## src/rtl/request_unit.sv

```systemverilog
// request_unit
// Memory-request sequencer placed after the control unit of a single-cycle
// MIPS datapath. It turns the instruction/data access decode into memory
// request lines, stalls PC advance while a data access is outstanding,
// latches halt, detects memory timeouts and counts retired instructions
// and memory stall cycles.
//
// Ports:
//   CLK, RST          clock, asynchronous active-high reset
//   cu_iREN           instruction fetch enable from the control unit
//   cu_dREN, cu_dWEN  data read (lw) / data write (sw) decode
//   cu_halt           halt decode
//   ihit, dhit        instruction / data memory access complete
//   imemREN           instruction memory read request
//   dmemREN, dmemWEN  data memory read / write request (registered)
//   pc_en             one-cycle PC update / register-file write strobe
//   instr_hold        keep the current instruction latched
//   halt              sticky halt
//   timeout_err       sticky, halt was caused by a memory timeout
//   instr_count       saturating retired-instruction counter
//   stall_count       saturating memory-wait cycle counter
module request_unit #(
   parameter int TIMEOUT = 256,
   parameter int CNT_W   = 32
) (
   input  logic             CLK,
   input  logic             RST,
   input  logic             cu_iREN,
   input  logic             cu_dREN,
   input  logic             cu_dWEN,
   input  logic             cu_halt,
   input  logic             ihit,
   input  logic             dhit,
   output logic             imemREN,
   output logic             dmemREN,
   output logic             dmemWEN,
   output logic             pc_en,
   output logic             instr_hold,
   output logic             halt,
   output logic             timeout_err,
   output logic [CNT_W-1:0] instr_count,
   output logic [CNT_W-1:0] stall_count
);

   typedef enum logic [1:0] {
      ST_FETCH  = 2'd0,
      ST_DATA   = 2'd1,
      ST_HALTED = 2'd2
   } state_t;

   // Value of the wait counter on the last waiting cycle before a timeout.
   localparam logic [15:0] LP_WAIT_LAST = 16'(TIMEOUT - 1);

   state_t           r_state;
   logic [15:0]      r_wait_cnt;
   logic             r_dmem_ren;
   logic             r_dmem_wen;
   logic             r_halt;
   logic             r_timeout_err;
   logic [CNT_W-1:0] r_instr_cnt;
   logic [CNT_W-1:0] r_stall_cnt;

   logic w_fetch_req;
   logic w_fetch_hit;
   logic w_data_hit;
   logic w_waiting;
   logic w_timeout;
   logic w_retire;

   // With cu_iREN low the fetch is idle: no request, no waiting.
   assign w_fetch_req = (r_state == ST_FETCH) & cu_iREN;
   assign w_fetch_hit = w_fetch_req & ihit;
   assign w_data_hit  = (r_state == ST_DATA) & dhit;
   assign w_waiting   = (w_fetch_req & ~ihit) | ((r_state == ST_DATA) & ~dhit);
   assign w_timeout   = w_waiting & (r_wait_cnt == LP_WAIT_LAST);
   // Retire either on a plain fetch hit or on completion of the data access;
   // RST gating keeps pc_en low while reset is asserted.
   assign w_retire    = ~RST & ((w_fetch_hit & ~cu_halt & ~cu_dREN & ~cu_dWEN) | w_data_hit);

   // Drive the outputs from state registers and the current-cycle strobe.
   always_comb begin
      imemREN     = RST | w_fetch_req;
      dmemREN     = r_dmem_ren;
      dmemWEN     = r_dmem_wen;
      pc_en       = w_retire;
      instr_hold  = (r_state == ST_DATA);
      halt        = r_halt;
      timeout_err = r_timeout_err;
      instr_count = r_instr_cnt;
      stall_count = r_stall_cnt;
   end

   // Sequencer state, wait counter, data request and halt registers.
   always_ff @(posedge CLK or posedge RST) begin
      if (RST) begin
         r_state       <= ST_FETCH;
         r_wait_cnt    <= 16'd0;
         r_dmem_ren    <= 1'b0;
         r_dmem_wen    <= 1'b0;
         r_halt        <= 1'b0;
         r_timeout_err <= 1'b0;
      end else begin
         case (r_state)
            ST_FETCH: begin
               if (w_fetch_hit) begin
                  r_wait_cnt <= 16'd0;
                  if (cu_halt) begin
                     r_state <= ST_HALTED;
                     r_halt  <= 1'b1;
                  end else if (cu_dREN | cu_dWEN) begin
                     r_state    <= ST_DATA;
                     // A simultaneous read and write resolves to the write.
                     r_dmem_ren <= cu_dREN & ~cu_dWEN;
                     r_dmem_wen <= cu_dWEN;
                  end else begin
                     r_state <= ST_FETCH;
                  end
               end else if (w_timeout) begin
                  r_state       <= ST_HALTED;
                  r_halt        <= 1'b1;
                  r_timeout_err <= 1'b1;
               end else if (w_waiting) begin
                  r_wait_cnt <= r_wait_cnt + 16'd1;
               end else begin
                  r_wait_cnt <= r_wait_cnt;
               end
            end
            ST_DATA: begin
               if (dhit) begin
                  r_state    <= ST_FETCH;
                  r_wait_cnt <= 16'd0;
                  r_dmem_ren <= 1'b0;
                  r_dmem_wen <= 1'b0;
               end else if (w_timeout) begin
                  r_state       <= ST_HALTED;
                  r_halt        <= 1'b1;
                  r_timeout_err <= 1'b1;
                  r_dmem_ren    <= 1'b0;
                  r_dmem_wen    <= 1'b0;
               end else begin
                  r_wait_cnt <= r_wait_cnt + 16'd1;
               end
            end
            ST_HALTED: begin
               r_state <= ST_HALTED;
            end
            default: begin
               r_state <= ST_FETCH;
            end
         endcase
      end
   end

   // Saturating retired-instruction and stall-cycle counters.
   always_ff @(posedge CLK or posedge RST) begin
      if (RST) begin
         r_instr_cnt <= '0;
         r_stall_cnt <= '0;
      end else begin
         if (w_retire && !(&r_instr_cnt)) begin
            r_instr_cnt <= r_instr_cnt + {{(CNT_W-1){1'b0}}, 1'b1};
         end
         if (w_waiting && !(&r_stall_cnt)) begin
            r_stall_cnt <= r_stall_cnt + {{(CNT_W-1){1'b0}}, 1'b1};
         end
      end
   end

endmodule

```

## config.mk

```make
export PLATFORM = sky130hd
export DESIGN_NAME = request_unit
export DESIGN_NICKNAME = d
export VERILOG_FILES = /design/src/rtl/request_unit.sv
export SDC_FILE = /design/constraint.sdc
export NUM_CORES = 1
export LEC_CHECK = 0
export ABC_AREA = 1
export BUFFER_PORTS_ARGS = -buffer_cell sky130_fd_sc_hd__buf_2
export CORE_MARGIN = 2
export CORE_UTILIZATION = 54
export CTS_BUF_LIST = sky130_fd_sc_hd__clkbuf_2
export DETAILED_ROUTE_END_ITERATION = 6
export GPL_TIMING_DRIVEN = 0
export PLACE_DENSITY = 0.79
export SLEW_MARGIN = 20
export SYNTH_ARGS = -nofsm -noshare
export SYNTH_HDL_FRONTEND = slang
export SYNTH_SLANG_ARGS = --single-unit
export TNS_END_PERCENT = 1
```

## constraint.sdc

```tcl
create_clock -name CLK -period 2.7 [get_ports CLK]
set_input_delay 0.405 -clock CLK [delete_from_list [all_inputs] [get_ports CLK]]
set_output_delay 0.405 -clock CLK [all_outputs]
set_load 0.1 [all_outputs]
```

==> results_dict.tcl, run 1 <==
set metrics [dict create \
    status "completed" \
    hold_depth 3 \
    critPathCapture "pc_en" \
    hold_class "input port to flop" \
    r2r_setup_slack_ps 480 \
    grt_pass1_vias 5054 \
    place.gp.congestion 0.978 \
    cts_max_level 3 \
    r2r-end "stall_count[22]" \
    startpoint "r_state[1]" \
    synthCells 861 \
    clk_pin_slew_ps 250 \
    fin_util_pct 63.6 \
    p_per_area_nw_per_um2 575 \
    synth.yosys.seq_area_share_pct 37.5 \
    synthToLayoutAreaGrowth_pct 14.3 \
    finalMaxSlewViolations 0 \
    core_area_um2 10300 \
    final_antenna_net_count 0 \
    setup.worst_path.class "flop to output port" \
    antenna_found_initial 0 \
    drtIter0Drc 304 \
    vdd_drop_max_v 0.000576 \
    synth_ff_type "dfrtp_1" \
    synth_common_cells "nand2_1, nor2_1, dfrtp_1, inv_1, nand3_1" \
    cp-end-kind "output port" \
    clock_sinks 86 \
    nNetsFinal 968 \
    ys_types 32 \
    crit_required_ps 2300 \
    worst_clock_skew_ps 32.6 \
    grt_max_degree 33 \
    cp-start-kind "flop" \
    yosys_warnings 0 \
    dieArea_um2 11500 \
    post-dp-hpwl_mm 11.0 \
    synth_edf_count 0 \
    reg2reg_from "stall_count[0]" \
    grt_overflow_total 0 \
    ys_ff_latch 86 \
    track_usage_pct 26.0 \
    clkLatencyLatePin_ps 570 \
    route.met3.wl_um 699 \
    yosysTopAreaCell "dfrtp_1" \
    finalCriticalPeriod_ps 2550 \
    finalWirelength_mm 14.3 \
    die_x_um 107 \
    diodes 0 \
    worst_slew_pin_slew_ps 604 \
    ctsRootBufferMaster "clkbuf_2" \
    yosysMostFrequentCell "nand2_1" \
    cts_tree "built" \
    synth_top_area_share_pct 37.5 \
    cp.arrival_ps 2140 \
    port_buffers 78 \
    r2r_cells 11 \
    p_leak_nw 3.29 \
    layout_setup_ws_ps 151 \
    initial_core_util_pct 55.6 \
    synthesis.nets 872 \
    max_freq_mhz 392 \
    ios 79 \
    die_height_um 107 \
    async_flop_share_pct 100 \
    drc 0 \
    drive_gt1_share_pct 16.6 \
    vias_per_cell 5.12 \
    cts_inserted_buffers 9 \
    hold_viol_final 0 \
    worstPathMaxFanout 10 \
    cts_buffer_depth 2 \
    finalCritPeriodShare_pct 94.4 \
    grt_pass1_wl_mm 23.8 \
    wire_per_inst_um 13.0 \
    drt-met1-wl_mm 6.63 \
    power_w 0.00378 \
    dp_slack_ps 540 \
    row_count 37 \
    synth.area.top_cells "dfrtp_1, nand2_1, nor2_1, inv_1, xor2_1" \
    max_cap_violations 0 \
    setup_viol 0 \
    first_pass_iters 5 \
    tns_ps 0 \
    worst_slew_margin_rel_pct 59.4 \
    syn-cell-area_um2 5740 \
    wl_met2_mm 6.58 \
    vias 5621 \
    top_layer "met4" \
    holdWs_ps 72.4 \
    avgSynthCellArea_um2 6.67 \
    rsz0062_at_grt "no" \
]
-- stage by stage --
step,std cells,area (um2)
after global routing,1097,6560
after global placement,1075,6310
after CTS,1094,6540
final,1097,6560
after floorplan,861,5750
after detailed placement,1078,6390
-- logic make-up after synthesis --
group | count (synthesis) | synth area share, %
compound gates | 26 | 2.53
simple gates | 621 | 46.6
buf+inv | 86 | 6.78
xor+xnor | 39 | 5.95
flops | 86 | 37.5
fa+ha+maj | 3 | 0.654
-- how the worst min path moves through the flow --
| stage | start | to | slack (ps) |
|---|---|---|---|
| after floorplan | r_wait_cnt[14] | r_wait_cnt[14] | 450 |
| after global placement | timeout_err | timeout_err | 450 |
| after detailed placement | timeout_err | timeout_err | 450 |
| after CTS | cu_dWEN | dmemWEN | 70 |
| after global routing | cu_dWEN | dmemWEN | 60 |
| final | cu_dWEN | dmemWEN | 70 |
-- sequential cells by signal, indices dropped and copies added (netlist names) --
name,flops
r_wait_cnt,16
dmemWEN,1
r_state,2
stall_count,32
dmemREN,1
timeout_err,1
halt,1
instr_count,32
-- critical path: stages (launching register included) --
cell and delay [ps]:
dfrtp_1 500, nor2_4 180, nand3_4 150, nor2_2 150, nand2_2 80, a21oi_4 240
buf_6 260
-- where the power goes --
| group | leakage (nW) | switching (W) | total, W | internal [W] |
|---|---|---|---|---|
| registers | 1.17 | 0.000130 | 0.00153 | 0.00140 |
| clock network | 0.0782 | 0.000477 | 0.000785 | 0.000308 |
| logic | 2.03 | 0.00117 | 0.00146 | 0.000282 |
-- cell usage in the layout (no fill, tap or decap), drive strengths merged, types with 3 or more instances in the layout --
cell / n
a21oi: 3
nor3: 27
buf: 96
inv: 73
o21ai: 23
clkbuf: 10
xnor2: 10
nand3: 41
ha: 3
dfrtp: 86
nand4: 15
nand3b: 20
nor2: 101
xor2: 29
nand2: 414
-- routing by layer --
layer | track usage (%) | up-vias
li1 | - | 2877
met1 | 36.0 | 2566
met2 | 41.5 | 151
met3 | 2.86 | 27
met4 | 10.5 | 0
met5 | 0 | -
-- cell type report --
| type | instances | area, um2 |
|---|---|---|
| Sequential cell | 86 | 2150 |
| Timing Repair Buffer | 85 | 504 |
| Clock buffer | 10 | 50.0 |
| Buffer | 12 | 104 |
| Clock inverter | 5 | 85.1 |
| Multi-Input combinational cell | 689 | 3210 |
| Fill cell | 973 | 3760 |
| Tap cell | 136 | 170 |
| Inverter | 74 | 289 |
-- repair_timing --
| item | in CTS | in global routing |
|---|---|---|
| cloned | 0 | 0 |
| pin swaps | 0 | 1 |
| resized for setup | 1 | 1 |
| hold endpoints to repair | 15 | 0 |
| setup endpoints to repair | 1 | 1 |
| setup buffers | 0 | 3 |
| hold buffers | 1 | 0 |
Power figures use the tool's default switching activity.
==> inputs of run 2 (changes only) <==
--- a/config.mk
+++ b/config.mk
@@ -13,6 +13,7 @@
 export DETAILED_ROUTE_END_ITERATION = 6
 export GPL_TIMING_DRIVEN = 0
 export PLACE_DENSITY = 0.79
+export SETUP_SLACK_MARGIN = 0.3
 export SLEW_MARGIN = 20
 export SYNTH_ARGS = -nofsm -noshare
 export SYNTH_HDL_FRONTEND = slang
==> constraint.sdc (replaced) <==
create_clock -name CLK -period 2.7 [get_ports CLK]
set_input_delay 0.54 -clock CLK [delete_from_list [all_inputs] [get_ports CLK]]
set_output_delay 0.54 -clock CLK [all_outputs]
set_load 0.1 [all_outputs]
==> run 2 against run 1 <==
Net effect:
- count of clock-buffer cells in the layout is the same
- non-clock buffer count grew 1
- total power grew 0.37%
- critical path depth is the same
- combinational power is essentially flat
- clock power shrank 0.5%
- cell count is essentially flat
- first-iteration DRC count grew 3.0%
- via count grew 0.30%
- largest cell class unchanged
- largest power group unchanged
==> results_dict.tcl, run 2 (synthesized netlist as in run 1, its figures left out) <==
set metrics [dict create \
    status "completed" \
    slowest_stage "dfrtp_2" \
    cts_inserted_buffers 9 \
    p_per_area_nw_per_um2 575 \
    worst_slew_margin_rel_pct 59.1 \
    worstPathMaxFanout 4 \
    antenna_found_initial 0 \
    grt_pass1_wl_mm 24.1 \
    ctsRootBufferMaster "clkbuf_2" \
    cp.arrival_ps 1870 \
    die_x_um 107 \
    finalInstanceArea_um2 6590 \
    cts_tree "built" \
    max_cap_violations 0 \
    vdd_drop_max_v 0.000529 \
    drc 0 \
    finalMaxSlewViolations 0 \
    first_pass_iters 5 \
    row_count 37 \
    ios 79 \
    slowest_delay_ps 500 \
    layout_commonest_cell "nand2_1" \
    grt_pass1_vias 5085 \
    grt_overflow_total 0 \
    p_leak_nw 3.29 \
    critical_path.top_delay_family "flip-flops" \
    diodes 0 \
    crit_required_ps 2160 \
    max_freq_mhz 415 \
    vias_per_cell 5.13 \
    port_buffers 78 \
    cts_buffer_depth 2 \
    cp-end-kind "output port" \
    clock_sinks 86 \
    cp-start-kind "flop" \
    cts_max_level 3 \
    path_common_cell "nor2_4" \
    die_height_um 107 \
    synthToLayoutAreaGrowth_pct 14.8 \
    path_cells "nor2_4 -> nand3_4 -> nor2_4 -> nand2_2 -> a21oi_4 -> buf_12" \
    core_area_um2 10300 \
    worst_clock_skew_ps 31.0 \
    hold_class "input port to async pin" \
    finalCritPeriodShare_pct 89.4 \
    track_usage_pct 26.3 \
    r2r_setup_slack_ps 470 \
    setup_viol 0 \
    placed_area_um2 6390 \
    wire_per_inst_um 13.1 \
    rsz0062_at_grt "yes" \
    drtIter0Drc 313 \
    finalWirelength_mm 14.4 \
    nNetsFinal 969 \
    post-dp-hpwl_mm 11.0 \
    setup.worst_path.class "flop to output port" \
    dieArea_um2 11500 \
    initial_core_util_pct 55.6 \
    clk_pin_slew_ps 240 \
    grt_max_degree 33 \
    place.gp.congestion 0.978 \
    path_buf_inv 1 \
    vias 5638 \
    clkLatencyLatePin_ps 550 \
    drive_gt1_share_pct 16.7 \
    layout_common_cells "nand2_1, nor2_1, dfrtp_1" \
    hold_viol_final 0 \
    fillCellCount 968 \
    finalCriticalPeriod_ps 2410 \
    worst_slew_pin_slew_ps 609 \
    final_antenna_net_count 0 \
    fin_util_pct 63.8 \
]
-- run 2: cell type report --
class                   count  area [um2]  share of cell area [%]
multi-input cells         689        3210                    48.8
flip-flops and latches     86        2150                    32.7
repair buffers             86         526                    7.97
inverters                  74         289                    4.39
well taps                 136         170                    2.58
plain buffers              12         104                    1.58
clock inverters             5        85.1                    1.29
clock buffers              10        50.0                   0.759
-- run 2: final timing paths --
path | end | startpoint | cells after the start
setup / recovery | pc_en | r_state[1] | 6
hold / removal | instr_count[4] | RST | 3
setup reg to reg | stall_count[22] | stall_count[0] | 11
hold reg to reg | timeout_err | timeout_err | 2
max in group asynchronous | r_state[1] | RST | 3
min in group CLK | dmemWEN | cu_dWEN | 3
-- run 2: power breakdown --
part	switching [W]	internal (W)
combinational	0.00118	0.000290
sequential	0.000131	0.00141
clock	0.000473	0.000308
total	0.00179	0.00200
-- run 2: metal layers --
layer / routed length (um) / vias up / global-route usage (%) / share of wire, %
met1: 6810 / 2583 / 36.6 / 47
met5: 0 / - / 0 / 0
met2: 6620 / 157 / 42.3 / 46
met3: 694 / 20 / 2.86 / 4.8
li1: - / 2878 / - / -
met4: 298 / 0 / 10.2 / 2.1
-- run 2: stage by stage --
| stage | hold slack [ps] | instances | TNS [ps] | setup slack [ps] | power [W] |
|---|---|---|---|---|---|
| finish | 117 | 1098 | 0 | 287 | 0.00379 |
| global route | 51.6 | 1098 | 0 | 124 | 0.00398 |
| CTS | 94.0 | 1098 | 0 | 243 | 0.00381 |
| detailed placement | 455 | 1078 | 0 | 365 | 0.00302 |
| global placement | 446 | 1075 | -990 | -990 | 0.00298 |
| floorplan | 449 | 861 | -254 | -254 | 0.00274 |
-- run 2: timing repair --
action	in CTS	in global routing
hold endpoints to repair	11	0
pin swaps	4	2
gates cloned	0	0
hold buffers	2	0
gates resized for setup	7	0
buffers inserted	3	0
endpoints found under the setup margin	2	12
-- run 2: worst register-to-register path: cells and delay by family, from the launching register on --
kind	cells	cell delay [ps]
buf+inv	3	340
simple gates	7	980
flops	1	480
fa+ha+maj	1	330
==> inputs of run 3 (changes only) <==
--- a/config.mk
+++ b/config.mk
@@ -6,11 +6,11 @@
 export NUM_CORES = 1
 export LEC_CHECK = 0
 export ABC_AREA = 1
-export BUFFER_PORTS_ARGS = -buffer_cell sky130_fd_sc_hd__buf_2
 export CORE_MARGIN = 2
-export CORE_UTILIZATION = 54
+export CORE_UTILIZATION = 60
 export CTS_BUF_LIST = sky130_fd_sc_hd__clkbuf_2
 export DETAILED_ROUTE_END_ITERATION = 6
+export DONT_BUFFER_PORTS = 1
 export GPL_TIMING_DRIVEN = 0
 export PLACE_DENSITY = 0.79
 export SETUP_SLACK_MARGIN = 0.3
==> run 3 against run 2 <==
Net effect:
- the run now ends with setup timing left
- total power fell by 7.1%
- routed wire length fell by 1.5%
- critical path type unchanged
- maximum frequency fell by 23%
- largest cell class unchanged
- die area fell by 9.6%
- via count fell by 4.2%
- critical path depth fell by 1
- sequential power rose by 45%
- highest routed layer unchanged
- sequential share of layout area rose by 2.7 points
- non-clock buffer count fell by 77
==> results_dict.tcl, run 3 (synthesized netlist as in run 1, its figures left out) <==
set metrics [dict create \
    cts_max_level 3 \
    violations "setup timing" \
    dp_slack_ps -247 \
    drtIter0Drc 287 \
    hold_class "input port to flop" \
    vias 5399 \
    clock_sinks 86 \
    die_height_um 102 \
    ios 79 \
    ctsRootBufferMaster "clkbuf_2" \
    post-dp-hpwl_mm 10.8 \
    first_pass_iters 5 \
    grt_pass1_vias 5242 \
    finalWirelength_mm 14.2 \
    clkLatencyLatePin_ps 550 \
    power_w 0.00352 \
    wl_met2_mm 6.85 \
    place.gp.congestion 0.958 \
    track_usage_pct 29.1 \
    final_antenna_net_count 0 \
    r2r_setup_slack_ps -50 \
    cts_tree "built" \
    vdd_drop_max_v 0.000567 \
    max_cap_violations 0 \
    worst_slew_margin_rel_pct 26.6 \
    cp-end-kind "output port" \
    worst_clock_skew_ps 15.7 \
    rsz0062_at_grt "yes" \
    hold_viol_final 0 \
    cts_inserted_buffers 9 \
    layout_commonest_cell "nand2_1" \
    cts_buffer_depth 2 \
    die_x_um 102 \
    drc 0 \
    finalCriticalPeriod_ps 3130 \
    wire_per_inst_um 14.0 \
    finalMaxSlewViolations 0 \
    antenna_found_initial 0 \
    cp.arrival_ps 2590 \
    layout_setup_ws_ps -427 \
    nNetsFinal 893 \
    layout_common_cells "nand2_1, nor2_1, dfrtp_1" \
    diodes 0 \
    p_per_area_nw_per_um2 573 \
    critPathCapture "pc_en" \
    clk_pin_slew_ps 240 \
    r2r-end "instr_count[28]" \
    port_buffers 0 \
    reg2reg_from "r_state[1]" \
    status "complete, but fails checks" \
    holdWs_ps 114 \
    core_area_um2 9280 \
    grt_overflow_total 0 \
    drive_gt1_share_pct 11.7 \
    vias_per_cell 5.31 \
    finalCritPeriodShare_pct 116 \
    drt-met1-wl_mm 6.02 \
    row_count 35 \
    startpoint "r_state[1]" \
    setup.worst_path.class "flop to output port" \
    route.met3.wl_um 899 \
    top_layer "met4" \
    synthToLayoutAreaGrowth_pct 7.06 \
    grt_pass1_wl_mm 24.0 \
    max_freq_mhz 320 \
    initial_core_util_pct 61.8 \
    setup_viol 31 \
    r2r_cells 9 \
    crit_required_ps 2160 \
    worstPathMaxFanout 8 \
    dieArea_um2 10400 \
    grt_max_degree 35 \
    cp-start-kind "flop" \
    p_leak_nw 2.83 \
    worst_slew_pin_slew_ps 1100 \
]
[run 3: changes by cell type in the layout (fill, tap and decap cells not counted), sizes merged]
cell and delta:
buf -77, bufinv -2, clkbuf +2, clkinvlp +1
nor2 +1
[run 3: how the worst min path moves through the flow]
stage / startpoint / end / slack [ps] / cells past startpoint
floorplan: r_wait_cnt[14] / r_wait_cnt[14] / 450 / 2
global placement: r_wait_cnt[14] / r_wait_cnt[14] / 460 / 2
detailed placement: RST / instr_count[4] / 470 / 1
CTS: cu_dWEN / dmemWEN / 70 / 2
global route: cu_dWEN / dmemWEN / 50 / 2
finish: cu_dWEN / dmemWEN / 110 / 2
[run 3: worst max-delay path, cell delays in order, from the launching register on]
cell	delay [ps]
dfrtp_2	480
nor2_4	610
inv_4	70
nor2_4	110
inv_2	50
a21oi_4	730
[run 3: metal layers]
metal | GRT usage, % | vias to the layer above
li1 | - | 2732
met1 | 35.9 | 2451
met2 | 49.2 | 183
met3 | 5.40 | 33
met4 | 13.7 | 0
met5 | 0 | -
[run 3: report_power, final]
| group | leakage, nW | internal (W) | switching, W |
|---|---|---|---|
| Sequential | 1.15 | 0.00141 | 0.000830 |
| Combinational | 1.63 | 0.000229 | 0.000473 |
| Clock | 0.0556 | 0.000127 | 0.000450 |
| Total | 2.83 | 0.00177 | 0.00175 |
[run 3: final cells by class]
cell class / instances / area, um2
inverters: 74 / 289
fillers: 845 / 3140
well taps: 129 / 161
clock buffers: 12 / 60.1
plain buffers: 12 / 111
clock inverters: 4 / 23.8
flip-flops and latches: 86 / 2180
repair buffers: 9 / 97.6
multi-input cells: 690 / 3230
[run 3: per-stage QoR]
step	instance area, um2	TNS, ps	cells	utilization (%)
2_1_floorplan	5750	-254	861	-
3_3_place_gp	5910	-11060	990	63.7
3_5_place_dp	5950	-11580	992	64.1
4_1_cts	6120	-1840	1015	65.9
5_1_grt	6150	-7090	1016	66.2
6_report	6150	-1530	1016	66.2
[run 3: what timing repair did]
item	4_1_cts	5_1_grt
endpoints found under the setup margin	65	70
hold buffers	2	0
setup buffers	4	1
gates resized for setup	14	10
cloned	1	0
pin swaps	3	4
endpoints found under the hold margin	20	0
